$ cat config.mk
export PLATFORM = sky130hd
export DESIGN_NAME = uart_rx_core
export DESIGN_NICKNAME = d
export VERILOG_FILES = /design/src/rtl/uart_pkg.sv /design/src/rtl/sync2.sv /design/src/rtl/uart_rx_core.sv
export SDC_FILE = /design/constraint.sdc
export NUM_CORES = 1
export LEC_CHECK = 0
export CORE_MARGIN = 8
export CORE_UTILIZATION = 60
export DETAILED_ROUTE_END_ITERATION = 8
export GPL_TIMING_DRIVEN = 0
export HOLD_SLACK_MARGIN = 0.03
export PLACE_DENSITY = 0.79
export SYNTH_ARGS = -nofsm -noshare
export SYNTH_HDL_FRONTEND = slang
export SYNTH_HIERARCHICAL = 1
export SYNTH_SLANG_ARGS = --single-unit
export TNS_END_PERCENT = 30
$ cat constraint.sdc
create_clock -name clk -period 5.2 [get_ports clk]
set_input_delay 1.56 -clock clk [delete_from_list [all_inputs] [get_ports clk]]
set_output_delay 1.56 -clock clk [all_outputs]
set_load 0.05 [all_outputs]
$ cat src/rtl/uart_pkg.sv
// ---------------------------------------------------------------------------
// uart_pkg
// Shared UART definitions: receiver state encoding, bit-time helper and the
// line idle level (also used by the transmitter side).
// ---------------------------------------------------------------------------
package uart_pkg;

  // Receiver FSM states
  typedef enum logic [2:0] {
    IDLE  = 3'd0,
    START = 3'd1,
    DATA  = 3'd2,
    STOP  = 3'd3,
    BREAK = 3'd4
  } uart_rx_state_t;

  // Level of an idle (marking) serial line
  localparam logic UART_IDLE = 1'b1;

  // Number of system clocks per serial bit (integer division)
  function automatic int clks_per_bit(input int freq, input int baud);
    return freq / baud;
  endfunction

endpackage

$ cat src/rtl/sync2.sv
// ---------------------------------------------------------------------------
// sync2
// Generic two-flop synchronizer for a single asynchronous bit.
// Ports:
//   clk   - destination clock
//   rst   - asynchronous active-low reset, both flops load RST_VAL
//   i_d   - asynchronous input
//   o_q   - synchronized output
// ---------------------------------------------------------------------------
module sync2 #(
  parameter logic RST_VAL = 1'b0
) (
  input  logic clk,
  input  logic rst,
  input  logic i_d,
  output logic o_q
);

  logic r_meta;
  logic r_sync;

  // Two-stage capture of the asynchronous input
  always_ff @(posedge clk or negedge rst) begin
    if (!rst) begin
      r_meta <= RST_VAL;
      r_sync <= RST_VAL;
    end else begin
      r_meta <= i_d;
      r_sync <= r_meta;
    end
  end

  assign o_q = r_sync;

endmodule

$ cat src/rtl/uart_rx_core.sv
// ---------------------------------------------------------------------------
// uart_rx_core
// 8N1 UART receiver. Oversamples the asynchronous line on clk, samples each
// bit at its centre and delivers good characters as a registered byte plus a
// one-cycle interrupt strobe. Frames with a low stop bit are reported through
// frame_err and never delivered as data.
// Ports:
//   clk       - system clock, rising edge
//   rst       - asynchronous active-low reset
//   uart_rx   - raw serial line, idle high
//   rx_irq    - one-cycle pulse, new byte on rx_byte
//   rx_byte   - last good character, held until the next good frame
//   frame_err - one-cycle pulse, stop bit sampled low
//   rx_busy   - high whenever the receiver is not idle
// ---------------------------------------------------------------------------
module uart_rx_core
  import uart_pkg::*;
#(
  parameter int SYS_CLK_FREQ = 100000000,
  parameter int BAUD         = 115200
) (
  input  logic       clk,
  input  logic       rst,
  input  logic       uart_rx,
  output logic       rx_irq,
  output logic [7:0] rx_byte,
  output logic       frame_err,
  output logic       rx_busy
);

  localparam int CLKS_PER_BIT = clks_per_bit(SYS_CLK_FREQ, BAUD);
  localparam int HALF_BIT     = CLKS_PER_BIT / 2;
  localparam int CNT_W        = $clog2(CLKS_PER_BIT);

  localparam logic [CNT_W-1:0] CNT_HALF = CNT_W'(HALF_BIT - 1);
  localparam logic [CNT_W-1:0] CNT_FULL = CNT_W'(CLKS_PER_BIT - 1);
  localparam logic [CNT_W-1:0] CNT_ONE  = CNT_W'(1);

  if (CLKS_PER_BIT < 8) begin : g_bad_rate
    $error("uart_rx_core: SYS_CLK_FREQ/BAUD must be at least 8");
  end

  uart_rx_state_t   r_state;
  uart_rx_state_t   w_next_state;
  logic             w_rxs;
  logic [CNT_W-1:0] r_cnt;
  logic [2:0]       r_idx;
  logic [7:0]       r_sh;
  logic [7:0]       r_rx_byte;
  logic             r_rx_irq;
  logic             r_frame_err;
  logic             r_rx_busy;

  logic             w_cnt_half;
  logic             w_cnt_full;
  logic             w_cnt_clr;
  logic             w_idx_clr;
  logic             w_bit_take;
  logic             w_irq_set;
  logic             w_ferr_set;

  // Reset value is the idle level so reset release never fakes a start bit
  sync2 #(
    .RST_VAL (UART_IDLE)
  ) u_sync2 (
    .clk (clk),
    .rst (rst),
    .i_d (uart_rx),
    .o_q (w_rxs)
  );

  assign w_cnt_half = (r_cnt == CNT_HALF);
  assign w_cnt_full = (r_cnt == CNT_FULL);

  // FSM state register
  always_ff @(posedge clk or negedge rst) begin
    if (!rst) begin
      r_state <= IDLE;
    end else begin
      r_state <= w_next_state;
    end
  end

  // FSM next-state logic
  always_comb begin
    w_next_state = r_state;
    case (r_state)
      IDLE: begin
        if (w_rxs == 1'b0) begin
          w_next_state = START;
        end else begin
          w_next_state = IDLE;
        end
      end
      START: begin
        // A start bit that is high again at mid-bit is a glitch
        if (w_cnt_half) begin
          w_next_state = w_rxs ? IDLE : DATA;
        end else begin
          w_next_state = START;
        end
      end
      DATA: begin
        if (w_cnt_full && (r_idx == 3'd7)) begin
          w_next_state = STOP;
        end else begin
          w_next_state = DATA;
        end
      end
      STOP: begin
        // Leave at the stop-bit centre so a back-to-back start is not missed
        if (w_cnt_full) begin
          w_next_state = w_rxs ? IDLE : BREAK;
        end else begin
          w_next_state = STOP;
        end
      end
      BREAK: begin
        if (w_rxs == 1'b1) begin
          w_next_state = IDLE;
        end else begin
          w_next_state = BREAK;
        end
      end
      default: begin
        w_next_state = IDLE;
      end
    endcase
  end

  // FSM outputs: datapath controls and strobe requests
  always_comb begin
    w_cnt_clr  = 1'b0;
    w_idx_clr  = 1'b0;
    w_bit_take = 1'b0;
    w_irq_set  = 1'b0;
    w_ferr_set = 1'b0;
    case (r_state)
      IDLE: begin
        w_cnt_clr = 1'b1;
      end
      START: begin
        w_cnt_clr = w_cnt_half;
        w_idx_clr = w_cnt_half;
      end
      DATA: begin
        w_cnt_clr  = w_cnt_full;
        w_bit_take = w_cnt_full;
      end
      STOP: begin
        w_cnt_clr  = w_cnt_full;
        w_irq_set  = w_cnt_full & w_rxs;
        w_ferr_set = w_cnt_full & ~w_rxs;
      end
      BREAK: begin
        w_cnt_clr = 1'b1;
      end
      default: begin
        w_cnt_clr = 1'b1;
      end
    endcase
  end

  // Datapath: bit timer, bit index, shift register and registered outputs
  always_ff @(posedge clk or negedge rst) begin
    if (!rst) begin
      r_cnt       <= '0;
      r_idx       <= 3'd0;
      r_sh        <= 8'h00;
      r_rx_byte   <= 8'h00;
      r_rx_irq    <= 1'b0;
      r_frame_err <= 1'b0;
      r_rx_busy   <= 1'b0;
    end else begin
      r_cnt       <= w_cnt_clr ? '0 : (r_cnt + CNT_ONE);
      r_rx_irq    <= w_irq_set;
      r_frame_err <= w_ferr_set;
      r_rx_busy   <= (w_next_state != IDLE);
      if (w_idx_clr) begin
        r_idx <= 3'd0;
      end else if (w_bit_take) begin
        r_idx <= r_idx + 3'd1;
      end
      // LSB arrives first, so new bits enter at the top and move right
      if (w_bit_take) begin
        r_sh <= {w_rxs, r_sh[7:1]};
      end
      if (w_irq_set) begin
        r_rx_byte <= r_sh;
      end
    end
  end

  assign rx_irq    = r_rx_irq;
  assign frame_err = r_frame_err;
  assign rx_byte   = r_rx_byte;
  assign rx_busy   = r_rx_busy;

endmodule

==> summary.md, run 1 <==
The worst setup path is launched from a flop. The die is 69.2 um tall. The critical path goes through clkdlybuf4s50_1. The synthesized-area fraction occupied by ao, oa, aoi and oai cells is 0.0523, and the timing-limited maximum frequency is 325 MHz. At the worst endpoint, the required time is 3.64 ns. The run gives 141 as the net count of the mapped netlist. The path class of the tightest hold or removal check is reg -> reg. Counting flops and latches in the post-synthesis netlist gives 37. The count of pins on the block boundary was 14. The per-cell via count in the routed design works out to 5.78.

For the cell count after synthesis, the log shows 134. The global routing stage identified its most utilized layer as met2. The maximum fanout along the worst path was 2. The H-tree was split into 2 levels.

The total inserted antenna cells is 0, and the area of the die is 4790 um2. Type of the worst setup path: reg -> out. At the end of routability-driven placement, the weighted congestion stood at 0.889. The number of endpoints with negative hold slack in the final report was 0. The final layout contains routed wiring with a total length of 2890 um.

The power density over the cells works out to 277 nW/um2. The cell family contributing the most delay on the critical path is buffers and inverters. TritonCTS built the clock tree. The worst-skew pair later-pin latency came out at 0.34 ns.

The sequential share of the synthesized area was 0.547; the post-route setup TNS was 0 ns. After synthesis, the largest family of logic cells by area is simple AND/OR/NAND/NOR gates. The buffer and inverter count on the worst path works out to 1. The tools report the initial antenna violation count as 0.

Setup repair after global routing left no endpoint under its margin. The logs give 39 for the distinct cell type count of the synthesized netlist and 56 for the DRC violation total after the first TritonRoute iteration. The tools report the largest net degree at the start of global routing as 38. The adder-cell area share of the yosys netlist was 0.0295. The growth of design area from synthesis to finish works out to 15.9%. The top flip-flop cell by instance count after synthesis is dfrtp_1. The largest buffer count on any clock path is 2. Across the run, the number of max-cap violations was 0. For the initial core utilization, the log shows 0.621. Buffers inserted to repair hold after CTS numbered 0. During placement, the flow inserted port buffers numbering 13.

Detailed routing inserted a total of 1,076 vias. The clock-pin slew on the worst setup and hold paths came out at 0.12 ns. The arrival time reported for the critical path endpoint is 1.51 ns, and the longest individual stage delay on the worst path is 0.81 ns. Global-route met3 utilization: 0.0386.

Worst ir drop on vdd: 334 uV. The top cell types in the final layout, fill and taps aside, are dfrtp_1, nor2_1, mux2_2. The HPWL after detailed placement is 2050 um, and the post-synthesis mux area share is 0.106. The global routing usage on met2 is 0.204, and the synthesized area is 1700 um2. The TritonCTS buffer count is 5. The cell with the largest stage delay on the worst path was clkdlybuf4s50_1. The run gives 0.158 as the met1 track utilization from global routing. The die is 69.2 um wide. Setup violations remaining at the end of the flow were counted as 0.

The worst slack at placement was 2.49 ns. For the final database, setup skew stands at 0.00811 ns. Share of the synthesized netlist area taken by xor and xnor gates: 0.0464. The worst reg-to-reg setup slack came out at 3.04 ns. The relative max-transition margin came out at 0.469.

The tools report the number of detailed-routing iterations run before antenna repair as 5. A synthesized cell averages 12.7 um2. After floorplanning, the core was divided into 19 placement rows. The worst setup margin is 2.13 ns, and the count of flip-flops with a built-in enable after synthesis is 0.

The clock root buffer is clkbuf_4. The number of DRC violations after detailed routing came out at 0. The global-route wire length before repair came out at 5130 um. The kind of end point of the critical path is an output pin. The total clock sinks was 37; the final worst-path cycle share was 0.591.

The logs give 0 for the remaining antenna violation count and 0 for the global route total overflow. The run finished with clean final reports. The tools report the number of gates resized after cts as 0. The combined global-route utilization of all metal layers came out at 0.129. During synthesis, Yosys emitted a total of 6 warnings.

Async set-or-reset flop fraction in the synthesized netlist: 1.00. The logs give 0 for the buffer count from post-CTS setup fixing and 0 for the final number of max-transition violations. Hold is met by 0.381 ns. After layout, the minimum clock period comes to 3.07 ns.

Via count of the first global-routing pass: 1,114. At the pin with the least slew margin, the transition time is 0.797 ns. The synthesized-area fraction occupied by and/or/nand/nor cells came out at 0.168. The analysis attributes to cell leakage a power of 0.000934 uW. The fraction of final layout cells with drive strength greater than 1 was 0.245; the wire length per cell after detailed routing was 15.6 um. The leading cell type in the layout, fill and taps excluded was dfrtp_1.

Final net count: 161. The area of the placeable core came out at 2730 um2.
-- metrics by stage --
step                      total power, uW  instances   util  area [um2]
after global placement                303        178  0.683        1870
after global routing                  563        186  0.720        1970
after detailed placement              303        178  0.681        1860
final                                 544        186  0.720        1970
after CTS                             550        186  0.720        1970
after floorplan                       296        134      -        1700
-- state kept, by name, summed over array words and instances (netlist names) --
signal and count:
rx_irq 1, rx_busy 1, r_cnt 10, r_sh 8
r_state 3, u_sync2/o_q 1, rx_byte 8, frame_err 1
r_idx 3, u_sync2/r_meta 1
-- synthesized netlist by cell type, types with 2 or more instances --
cell type / n / share of area
a22o_1: 2 / 0.010
buf_4: 2 / 0.0088
dfrtp_1: 35 / 0.52
dfstp_2: 2 / 0.031
ha_1: 4 / 0.029
inv_1: 6 / 0.013
mux2_2: 16 / 0.11
nand2_1: 5 / 0.011
nand3_1: 5 / 0.015
nor2_1: 17 / 0.038
nor3b_1: 2 / 0.0088
nor4_1: 2 / 0.0074
o31ai_1: 2 / 0.0088
or3b_1: 2 / 0.010
xnor2_1: 4 / 0.021
xor2_1: 5 / 0.026
-- kinds of logic (layout without fill, tap and decap cells) --
kind of cell    count (synthesis)  after routing
fa+ha+maj                       4              4
xor+xnor                        9              9
simple gates                   47             47
mux                            16             16
buf+inv                        11             32
flops                          37             37
compound gates                 10             10
-- where the power goes --
group | switching (uW) | internal (uW) | leakage (uW)
sequential | 1.01 | 289 | 0.000490
clock | 96.4 | 151 | 0.0000558
combinational | 5.48 | 1.05 | 0.000388
total | 103 | 441 | 0.000934
-- final timing paths --
path                                     startpoint               endpoint  cells past startpoint
setup / recovery             rx_byte[4]$_DFFE_PN0P_             rx_byte[4]                      1
hold / removal             u_sync2/r_meta$_DFF_PN1_  u_sync2/o_q$_DFF_PN1_                      0
setup reg to reg                 r_cnt[0]$_DFF_PN0_    r_sh[6]$_DFFE_PN0P_                      5
hold reg to reg            u_sync2/r_meta$_DFF_PN1_  u_sync2/o_q$_DFF_PN1_                      0
max in group asynchronous                       rst     r_cnt[0]$_DFF_PN0_                      1
min in group asynchronous                       rst    r_sh[2]$_DFFE_PN0P_                      1
-- metal layers --
metal	up-vias	wire, um
met3	4	96
li1	513	-
met2	21	1390
met4	0	42
met5	-	0
met1	538	1360
-- layout make-up --
class / instances / area, um2
buffer: 5 / 63.8
clock buffer: 5 / 37.5
clock inverter: 3 / 68.8
fill: 198 / 766
inverter: 6 / 22.5
multi-input combinational: 86 / 683
sequential: 37 / 928
tap: 31 / 38.8
timing repair buffer: 13 / 125
Note: power is estimated with default switching activity, not from simulation.
==> run 2, diff against run 1 <==
Settings changed: CORE_UTILIZATION 60 to 56, PLACE_DENSITY 0.79 to 0.74.
Clock period 5.2 ns to 2.9 ns, I/O delays scaled along.
==> run 2 against run 1 <==
Net effect:
- setup slack got worse by 1.6 ns
- clock power grew 26%
- combinational power increased by 81%
- cell count grew 1.1%
- count of clock-buffer cells in the layout up 2
- register-to-register slack lost 2.2 ns
- flip-flop and latch count unchanged
- utilization shrank 7.0 points
- critical path depth stayed put
- sequential share of layout area increased by 0.82 points
- worst hold slack lost 0.015 ns
- highest routed layer unchanged
==> summary.md, run 2 (synthesized netlist as in run 1, its figures left out) <==
The initial antenna violation count was 0 (unchanged). The tools report the global routing usage on met2 as 0.198 (-0.00616). The worst hold endpoint is u_sync2/o_q$_DFF_PN1_.

In this run the critical register-to-register path is captured at r_sh[1]$_DFFE_PN0P_. The area of the placeable core was 2980 um2 (+8.9%); the final net count was 161 (unchanged). The hold buffer count at cts was 0 (unchanged); the timing-limited maximum frequency was 416 MHz. Routed wire length: 2880 um (-0.55%). The met1 track utilization from global routing came out at 0.148 (-0.0107). The overall power after layout is 844 uW (+55%). The logs give 5050 um2 (+5.5%) for the area of the die and 1,145 (+2.8%) for the via count of the first global-routing pass. The signal on the critical path passes through clkdlybuf4s50_1. The top cell types in the final layout, fill and taps aside, are dfrtp_1, nor2_1, mux2_2. The maximum level of the CTS H-tree is 2 (unchanged). For the weighted congestion reported at the end of routability-driven placement, the log shows 0.794 (-11%). The die boundary width is 71.1 um (+2.7%), and the overall via count from detail_route is 1,073 (-0.28%). The maximum fanout along the worst path works out to 2 (unchanged). The number of endpoints with negative hold slack in the final report came out at 0 (unchanged). The per-cell via count in the routed design was 5.71 (-1.3%); the area taken by multi-input logic gates was 683 um2 (unchanged).

For the largest buffer count on any clock path, the log shows 2 (unchanged). The clock-pin slew on the worst setup and hold paths is 0.10 ns (-0.02 ns), and the worst reg-to-reg setup slack is 0.80 ns (-2.24 ns). The power density over the cells is 436 nW/um2 (+58%), and the total cell area at the placement stage is 1860 um2 (+0.13%). The total clock sinks came out at 37 (unchanged). The library cell used most frequently in the layout, excluding fill and tap cells, is dfrtp_1. The min-delay analysis places its worst path in the category reg -> reg. The startpoint identified for the worst register-to-register timing path is r_cnt[0]$_DFF_PN0_.

For the arrival time reported for the critical path endpoint, the log shows 1.53 ns (+0.02 ns). The total number of placement rows is 20 (+1). The longest individual stage delay on the worst path is 0.82 ns (about the same). The number of detailed-routing iterations run before antenna repair came out at 5 (unchanged). The final worst-path cycle share is 0.829.

Number of DRC violations after detailed routing: 0 (unchanged). The final number of max-transition violations was 0 (unchanged). The flip-flop count of the largest register after layout was 10 (unchanged); the largest clock skew in the final design was 0.00619 ns (-0.00193 ns). The launching element type of the critical path was a flop. HPWL after detailed placement: 1970 um (-3.7%).

The worst ir drop on vdd was 301 uV (-9.8%). The tools report the number of failing setup endpoints in the final timing report as 0 (unchanged). Buffer count from post-CTS setup fixing: 0 (unchanged). The TritonCTS buffer count is 5 (unchanged), and the worst path required time is 2.03 ns (-1.61 ns).

The buffer and inverter count on the worst path works out to 1 (unchanged). The DRC violation total after the first TritonRoute iteration came out at 67 (+20%). The number of cell instances on the worst register-to-register path came out at 5 (unchanged). The flow ran to the end, and the final reports show no timing, DRC or antenna violations. The run gives 0.465 (-0.00328) as the relative max-transition margin. The number of gates resized after cts is 0 (unchanged), and the cell area after layout is 1930 um2 (-1.7%).

The run gives 0.0438 (+0.00516) as the global-route met3 utilization. The worst setup margin is 0.495 ns (-1.63 ns). Counting flops per register, the top entry is r_cnt. Combined global-route utilization of all metal layers: 0.130 (+0.00148).

The placed instance count is 180 (+1.1%), and the shortest clock period the worst path allows after layout is 2.40 ns. Most congested layer reported by global routing: met2. In this run the most critical hold path is launched from u_sync2/r_meta$_DFF_PN1_. The post-route setup TNS is 0 ns (unchanged).

The global-route wire length before repair was 5110 um (-0.41%). TritonCTS built the clock tree. The run gives 0.35 ns (about the same) as the worst-skew pair later-pin latency.

Setup repair after global routing left no endpoint under its margin. The tools report the sequential cell area in the final layout as 928 um2 (unchanged). Among all stages on the critical path, the largest delay is contributed by clkdlybuf4s50_1. The remaining antenna violation count was 0 (unchanged). Number of buffers added on ports: 13 (unchanged).

The static leakage power is 0.000919 uW (-1.6%), and the count of pins on the block boundary is 14 (unchanged). The transition at the pin with the smallest max-transition slack was 0.802 ns (+0.00492 ns). The number of cells traversed by the worst hold path works out to 0 (unchanged). The tree is rooted in a clkbuf_4. The logs give 0 (unchanged) for the total inserted antenna cells and 0 (unchanged) for the global route total overflow. The growth of design area from synthesis to finish is 13.9%, and the number of fill cells is 235 (+19%). On the critical path the largest part of the delay comes from buffers and inverters. The tools report the initial core utilization as 0.570 (-0.0509). By startpoint and endpoint, the worst setup path is classified as reg -> out. STA classifies the critical path endpoint as an output pin.

The tools report the max-capacitance violation count as 0 (unchanged). The wire length per cell after detailed routing is 15.3 um (-1.6%), and the worst slack at placement is 0.770 ns (-1.72 ns). The chip height was 71.1 um (+2.7%); the filler-free cell count of the finished design was 188 (+1.1%). The fraction of final layout cells with drive strength greater than 1 was 0.245 (unchanged); the largest net degree at the start of global routing was 38 (unchanged).
==> run 2: cell count changes in the layout (fill, tap and decap cells not counted) <==
cell,change
bufinv_16,-2
clkbuf_8,+2
clkinv_2,+1
inv_6,-1
==> run 2: worst max path at each step <==
stage                                      start                     end  slack, ns  depth (start not counted)
after floorplan               r_cnt[0]$_DFF_PN0_     r_sh[1]$_DFFE_PN0P_       1.02                          5
after detailed placement      r_cnt[0]$_DFF_PN0_     r_sh[1]$_DFFE_PN0P_       0.77                          5
after global placement                       rst  rx_byte[3]$_DFFE_PN0P_       0.22                          1
after global routing      rx_byte[7]$_DFFE_PN0P_              rx_byte[7]       0.43                          1
after CTS                 rx_byte[0]$_DFFE_PN0P_              rx_byte[0]       0.49                          1
final                     rx_byte[7]$_DFFE_PN0P_              rx_byte[7]       0.50                          1
==> run 2: where the power goes <==
group          switching, uW  leakage [uW]  internal [uW]
clock                    172     0.0000413            140
sequential              1.59      0.000490            518
combinational           9.95      0.000388           1.88
==> run 2: per-stage QoR <==
stage               hold slack (ns)   util
detailed placement            0.352  0.626
global placement              0.347  0.628
global route                  0.370  0.650
floorplan                     0.345      -
CTS                           0.366  0.650
finish                        0.366  0.650
==> run 2: area by class of cell <==
type                            instances  share of cell area
Buffer                                  5              0.0330
Clock buffer                            7              0.0336
Clock inverter                          1             0.00259
Inverter                                6              0.0116
Multi-Input combinational cell         86               0.353
Sequential cell                        37               0.480
Tap cell                               33              0.0213
Timing Repair Buffer                   13              0.0647
==> run 2: routing by layer <==
layer	up-vias	wire length, um
met5	-	0
met4	0	71
met3	7	161
met2	20	1370
met1	538	1280
li1	508	-
